--- config.mk ---
export PLATFORM = sky130hd
export DESIGN_NAME = alu_issue_stage
export DESIGN_NICKNAME = d
export VERILOG_FILES = /design/src/rtl/alu_pkg.sv /design/src/rtl/Alu32bit.sv /design/src/rtl/alu_cmd_fifo.sv /design/src/rtl/alu_issue_stage.sv
export SDC_FILE = /design/constraint.sdc
export NUM_CORES = 1
export LEC_CHECK = 0
export ABC_AREA = 1
export BUFFER_PORTS_ARGS = -buffer_cell sky130_fd_sc_hd__buf_2
export CAP_MARGIN = 20
export CORE_AREA = 2 2 425 216
export CTS_BUF_LIST = sky130_fd_sc_hd__clkbuf_4
export CTS_CLUSTER_DIAMETER = 50
export CTS_CLUSTER_SIZE = 10
export DETAILED_ROUTE_END_ITERATION = 7
export DIE_AREA = 0 0 427 218
export GPL_ROUTABILITY_DRIVEN = 0
export PLACE_DENSITY_LB_ADDON = 0.2
export SYNTH_ARGS = -nofsm -noshare
export SYNTH_HDL_FRONTEND = slang
export SYNTH_SLANG_ARGS = --single-unit
--- constraint.sdc ---
create_clock -name clk -period 12 [get_ports clk]
set_clock_uncertainty 0.15 [all_clocks]
set_input_delay 1.2 -clock clk [delete_from_list [all_inputs] [get_ports clk]]
set_output_delay 1.2 -clock clk [all_outputs]
set_load 0.02 [all_outputs]
--- src/rtl/alu_pkg.sv ---
// Shared types and function codes for the ALU issue stage.
// Latency: n/a (types and constants only).
// Backpressure: n/a.
package alu_pkg;

  localparam logic [2:0] ALU_ADD  = 3'b000;
  localparam logic [2:0] ALU_SUB  = 3'b001;
  localparam logic [2:0] ALU_AND  = 3'b010;
  localparam logic [2:0] ALU_OR   = 3'b011;
  localparam logic [2:0] ALU_XOR  = 3'b100;
  localparam logic [2:0] ALU_NOTA = 3'b101;
  localparam logic [2:0] ALU_PASS = 3'b110;
  localparam logic [2:0] ALU_NOTB = 3'b111;

  // One queued operation request.
  typedef struct packed {
    logic [2:0]  f;
    logic [31:0] a;
    logic [31:0] b;
    logic        chain;
  } alu_cmd_t;

endpackage

--- src/rtl/Alu32bit.sv ---
// 32-bit combinational ALU: eight functions selected by F, carry out on Cout.
// Latency: zero cycles (purely combinational).
// Backpressure: none; output follows inputs.
// Ports: F function code, A/B operands, R result, Cout carry (add carry,
// sub no-borrow, 0 for logic functions).
module Alu32bit
  import alu_pkg::*;
(
  input  logic [2:0]  F,
  input  logic [31:0] A,
  input  logic [31:0] B,
  output logic [31:0] R,
  output logic        Cout
);

  always_comb begin
    R    = '0;
    Cout = 1'b0;
    case (F)
      ALU_ADD:  {Cout, R} = {1'b0, A} + {1'b0, B};
      // Two's-complement subtract: carry out set means no borrow (A >= B).
      ALU_SUB:  {Cout, R} = {1'b0, A} + {1'b0, ~B} + 33'd1;
      ALU_AND:  R = A & B;
      ALU_OR:   R = A | B;
      ALU_XOR:  R = A ^ B;
      ALU_NOTA: R = ~A;
      ALU_PASS: R = A;
      ALU_NOTB: R = ~B;
      default:  R = '0;
    endcase
  end

endmodule

--- src/rtl/alu_cmd_fifo.sv ---
// Generic circular command FIFO with occupancy count and full/empty flags.
// Latency: a pushed entry is visible at head_dat one cycle after the push.
// Backpressure: caller must not push when full nor pop when empty.
// Ports: clk/rst, push/push_dat write side, pop/head_dat read side,
// count occupancy, full, empty.
module alu_cmd_fifo #(
  parameter int DEPTH = 4,
  parameter int W     = 8
) (
  input  logic                     clk,
  input  logic                     rst,
  input  logic                     push,
  input  logic [W-1:0]             push_dat,
  input  logic                     pop,
  output logic [W-1:0]             head_dat,
  output logic [$clog2(DEPTH):0]   count,
  output logic                     full,
  output logic                     empty
);

  localparam int PW = $clog2(DEPTH);
  localparam int CW = PW + 1;

  logic [DEPTH-1:0][W-1:0] mem_q, mem_d;
  logic [PW-1:0]           wr_ptr_q, wr_ptr_d;
  logic [PW-1:0]           rd_ptr_q, rd_ptr_d;
  logic [CW-1:0]           count_q, count_d;

  always_comb begin
    mem_d    = mem_q;
    wr_ptr_d = wr_ptr_q;
    rd_ptr_d = rd_ptr_q;
    count_d  = count_q;
    // DEPTH is a power of two, so pointer overflow is the modulo wrap.
    if (push) begin
      mem_d[wr_ptr_q] = push_dat;
      wr_ptr_d        = wr_ptr_q + PW'(1);
    end
    if (pop) begin
      rd_ptr_d = rd_ptr_q + PW'(1);
    end
    case ({push, pop})
      2'b10:   count_d = count_q + CW'(1);
      2'b01:   count_d = count_q - CW'(1);
      default: count_d = count_q;
    endcase
  end

  always_ff @(posedge clk or posedge rst) begin
    if (rst) begin
      mem_q    <= '0;
      wr_ptr_q <= '0;
      rd_ptr_q <= '0;
      count_q  <= '0;
    end else begin
      mem_q    <= mem_d;
      wr_ptr_q <= wr_ptr_d;
      rd_ptr_q <= rd_ptr_d;
      count_q  <= count_d;
    end
  end

  assign head_dat = mem_q[rd_ptr_q];
  assign count    = count_q;
  assign full     = (count_q == CW'(DEPTH));
  assign empty    = (count_q == '0);

endmodule

--- src/rtl/alu_issue_stage.sv ---
// Buffers ALU requests, issues the head through Alu32bit into a registered result.
// Latency: request accepted at edge k is presented with out_valid after edge k+1.
// Backpressure: out_valid && !out_ready freezes result and acc; FIFO fills, in_ready drops at full.
// Ports: clk, rst (async high); in_valid/in_ready/in_f/in_a/in_b/in_chain request side;
// out_valid/out_ready/out_r/out_cout/out_zero/out_neg result side; count FIFO occupancy.
module alu_issue_stage
  import alu_pkg::*;
#(
  parameter int DEPTH = 4
) (
  input  logic                   clk,
  input  logic                   rst,
  input  logic                   in_valid,
  output logic                   in_ready,
  input  logic [2:0]             in_f,
  input  logic [31:0]            in_a,
  input  logic [31:0]            in_b,
  input  logic                   in_chain,
  output logic                   out_valid,
  input  logic                   out_ready,
  output logic [31:0]            out_r,
  output logic                   out_cout,
  output logic                   out_zero,
  output logic                   out_neg,
  output logic [$clog2(DEPTH):0] count
);

  alu_cmd_t    push_cmd;
  alu_cmd_t    head_cmd;
  logic        fifo_full;
  logic        fifo_empty;
  logic        push;
  logic        issue;
  logic [31:0] a_eff;
  logic [31:0] alu_r;
  logic        alu_cout;

  logic        out_valid_q, out_valid_d;
  logic [31:0] out_r_q, out_r_d;
  logic        out_cout_q, out_cout_d;
  logic        out_zero_q, out_zero_d;
  logic        out_neg_q, out_neg_d;
  logic [31:0] acc_q, acc_d;

  // in_ready depends only on registered occupancy and reset, never on out_ready.
  assign in_ready = !fifo_full && !rst;
  assign push     = in_valid && in_ready;
  assign push_cmd = '{f: in_f, a: in_a, b: in_b, chain: in_chain};

  // Issue whenever a command is waiting and the result register is free or draining.
  assign issue = !fifo_empty && (!out_valid_q || out_ready);

  alu_cmd_fifo #(
    .DEPTH (DEPTH),
    .W     ($bits(alu_cmd_t))
  ) u_fifo (
    .clk      (clk),
    .rst      (rst),
    .push     (push),
    .push_dat (push_cmd),
    .pop      (issue),
    .head_dat (head_cmd),
    .count    (count),
    .full     (fifo_full),
    .empty    (fifo_empty)
  );

  // acc_q tracks the last issued result, consumed or not.
  assign a_eff = head_cmd.chain ? acc_q : head_cmd.a;

  Alu32bit u_alu (
    .F    (head_cmd.f),
    .A    (a_eff),
    .B    (head_cmd.b),
    .R    (alu_r),
    .Cout (alu_cout)
  );

  always_comb begin
    out_valid_d = out_valid_q;
    out_r_d     = out_r_q;
    out_cout_d  = out_cout_q;
    out_zero_d  = out_zero_q;
    out_neg_d   = out_neg_q;
    acc_d       = acc_q;
    if (issue) begin
      out_valid_d = 1'b1;
      out_r_d     = alu_r;
      out_cout_d  = alu_cout;
      out_zero_d  = (alu_r == '0);
      out_neg_d   = alu_r[31];
      acc_d       = alu_r;
    end else if (out_valid_q && out_ready) begin
      out_valid_d = 1'b0;
    end
  end

  always_ff @(posedge clk or posedge rst) begin
    if (rst) begin
      out_valid_q <= 1'b0;
      out_r_q     <= '0;
      out_cout_q  <= 1'b0;
      out_zero_q  <= 1'b0;
      out_neg_q   <= 1'b0;
      acc_q       <= '0;
    end else begin
      out_valid_q <= out_valid_d;
      out_r_q     <= out_r_d;
      out_cout_q  <= out_cout_d;
      out_zero_q  <= out_zero_d;
      out_neg_q   <= out_neg_d;
      acc_q       <= acc_d;
    end
  end

  assign out_valid = out_valid_q;
  assign out_r     = out_r_q;
  assign out_cout  = out_cout_q;
  assign out_zero  = out_zero_q;
  assign out_neg   = out_neg_q;

endmodule

==> flow_summary.json <==
{
  "synth_common_cells": "1029 x nand2_1, 458 x inv_1, 314 x dfrtp_1",
  "grt.met1_usage_pct": 32.1,
  "clk_latency_ps": 800,
  "wl_per_cell_um": 20.5,
  "post-cts-setup-buffers": 0,
  "grt_max_degree": 144,
  "dieWidth_um": 427,
  "synth_most_common_cell": "nand2_1",
  "first_global_vias": 19000,
  "clkSlewWorstSetupHoldPaths_ps": 140,
  "boundaryPins": 112,
  "vias": 20600,
  "dieHeight_um": 218,
  "drive_above_1_share_pct": 11.4,
  "grt_usage_pct": 19.4,
  "synth_edf_count": 0,
  "synth_nets": 3355,
  "drt_first_pass_iters": 7,
  "rsz0062_at_grt": "no",
  "crit_slowest_cell": "dfrtp_4",
  "h-tree-depth": 2,
  "ys_seq_area_share_pct": 35.4,
  "yosys.cell_types.count": 47,
  "rr_endpoint": "out_zero",
  "min_period_ps": 6750,
  "cp.arrival_ps": 7330,
  "synth_top_area_share_pct": 35.4,
  "ys.flop_type": "dfrtp_1",
  "async_reset_ff_share_pct": 100,
  "fillCellCount": 10100,
  "drtIter0Drc": 2582,
  "path_class": "flop to flop",
  "slowest_delay_ps": 760,
  "place.port_buffers": 111,
  "tns_ps": 0,
  "syn_avg_cell_area_um2": 6.98,
  "endpoint": "out_zero",
  "syn-cell-area_um2": 22200,
  "cts-root-buf": "clkbuf_4",
  "area_growth_pct": 8.28,
  "post_synth_inst_count": 3179,
  "cts_buffer_depth": 3,
  "startpoint_type": "flop",
  "cts_sinks": 314,
  "drv_slew": 0,
  "slew_headroom_pct": 26.0,
  "r2r_slack_ps": 5250,
  "synth_area_leader_cell": "dfrtp_1",
  "nets": 3381,
  "cap_violations": 0,
  "finalSetupViolCount": 0,
  "status": "completed",
  "crit_fanout": 48,
  "cts_tree": "done",
  "drtAntennaViolNets": 0,
  "vias_per_cell": 4.67,
  "grt_overflow": 0,
  "grt_util_met3_pct": 5.29,
  "dp_hpwl_um": 69000,
  "synth_area_leaders": "dfrtp_1 35%, nand2_1 17%, inv_1 7.8%",
  "cp-end-kind": "flop",
  "fp.dieArea_um2": 93100,
  "yosys_warnings": 0,
  "reg2regPathDepth": 21,
  "post_cts_resized": 0,
  "required_ps": 12580,
  "grt_first_pass_wirelength_um": 134000,
  "wirelength_um": 90500,
  "drc_errors": 0,
  "finalHoldViolCount": 0,
  "grt_busiest_layer": "met1",
  "start_util_pct": 24.8,
  "fmax_mhz": 148,
  "core_area_um2": 89600,
  "ys_ff_latch": 314,
  "reg2reg_from": "u_fifo.rd_ptr_q[1]",
  "worst_slew_pin_slew_ps": 1110,
  "met2_usage_pct": 24.2,
  "antenna_found_initial": 5,
  "hold_path.class": "flop to flop",
  "fp-row-count": 78,
  "hold_buffers": 0,
  "min_period_over_period_pct": 56.3,
  "critical_path.startpoint": "u_fifo.rd_ptr_q[1]",
  "cts_buffers": 39,
  "cp_cell_sequence": "inv_2 > nand3_4 > nand2_4 > buf_4 > inv_2 > o21ai_2 > inv_1 > ha_1 > nand2_1 > nor2_1 > and2_1 > nand2_1 > nand2_1 > nand3_1 > nand3_1 > a21oi_1 > nor2_1 > nand3_1 > nor2_1 > nand3_1 > nand2_1"
}
[worst max-delay path, delay by kind of cell, from the launching register on]
family,cells,cell delay [ps]
AOI/OAI and AO/OA,2,380
adders and majority gates,1,490
buffers and inverters,4,1640
DFF,1,760
and+or+nand+nor,14,3160
[registers in the layout (all words and copies together) (netlist names)]
name / flops
acc_q: 31
u_fifo.count: 3
u_fifo.mem_q: 272
u_fifo.rd_ptr_q: 2
out_neg: 1
out_zero: 1
out_valid: 1
out_cout: 1
u_fifo.wr_ptr_q: 2
[layer usage]
layer	vias to the layer above	wire length, um
li1	10100	-
met1	9661	48200
met2	829	32100
met3	80	9130
met4	0	1060
met5	-	0
[cell usage in the layout, fill, tap and decap left out, drive strengths merged, types with 15 or more instances in the layout]
master     n
buf      136
nand3    226
o211ai    34
clkbuf    43
mux2     126
o21ai    283
nor3      15
nand4     32
nor2     236
ha       101
dfrtp    314
a21oi    102
nand2   1038
inv      469
[kinds of logic after synthesis]
| family | synth area share (%) |
|---|---|
| AO/OA/AOI/OAI | 11.0 |
| XOR/XNOR | 0.395 |
| adder cells (fa/ha/maj) | 5.97 |
| buffers and inverters | 11.8 |
| flip-flops | 35.4 |
| multiplexers | 6.40 |
| AND/OR/NAND/NOR | 29.0 |
[how the worst min path moves through the flow]
stage,from,to,slack [ps],cells past startpoint
floorplan,u_fifo.mem_q[58],u_fifo.mem_q[58],330,1
global placement,u_fifo.mem_q[226],u_fifo.mem_q[226],340,1
detailed placement,u_fifo.mem_q[50],u_fifo.mem_q[50],340,1
CTS,u_fifo.mem_q[50],u_fifo.mem_q[50],370,1
global route,u_fifo.mem_q[53],u_fifo.mem_q[53],380,1
finish,u_fifo.mem_q[56],u_fifo.mem_q[56],360,1
[per-stage QoR]
step                      worst slack [ps]  instances  util, %  hold slack, ps  instance area (um^2)
after CTS                             5590       4413     26.8             368                 24000
final                                 5250       4416     26.8             364                 24000
after detailed placement              5630       4364     26.4             341                 23600
after global routing                  5050       4415     26.8             375                 24000
after global placement                5670       4364     26.4             335                 23600
after floorplan                       1960       3179        -             325                 22200
[cell type report]
class | count | area (um^2) | area share (%)
multi-input cells | 2247 | 11700 | 48.9
well taps | 1200 | 1500 | 6.25
inverters | 467 | 1770 | 7.36
clock inverters | 6 | 47.5 | 0.198
repair buffers | 136 | 756 | 3.15
diodes | 3 | 7.51 | 0.0313
clock buffers | 43 | 323 | 1.34
flip-flops and latches | 314 | 7870 | 32.7
Power is left out: the tool's default activity adds up to more than one toggle a clock period on the data nets, which glitch-free logic cannot reach.
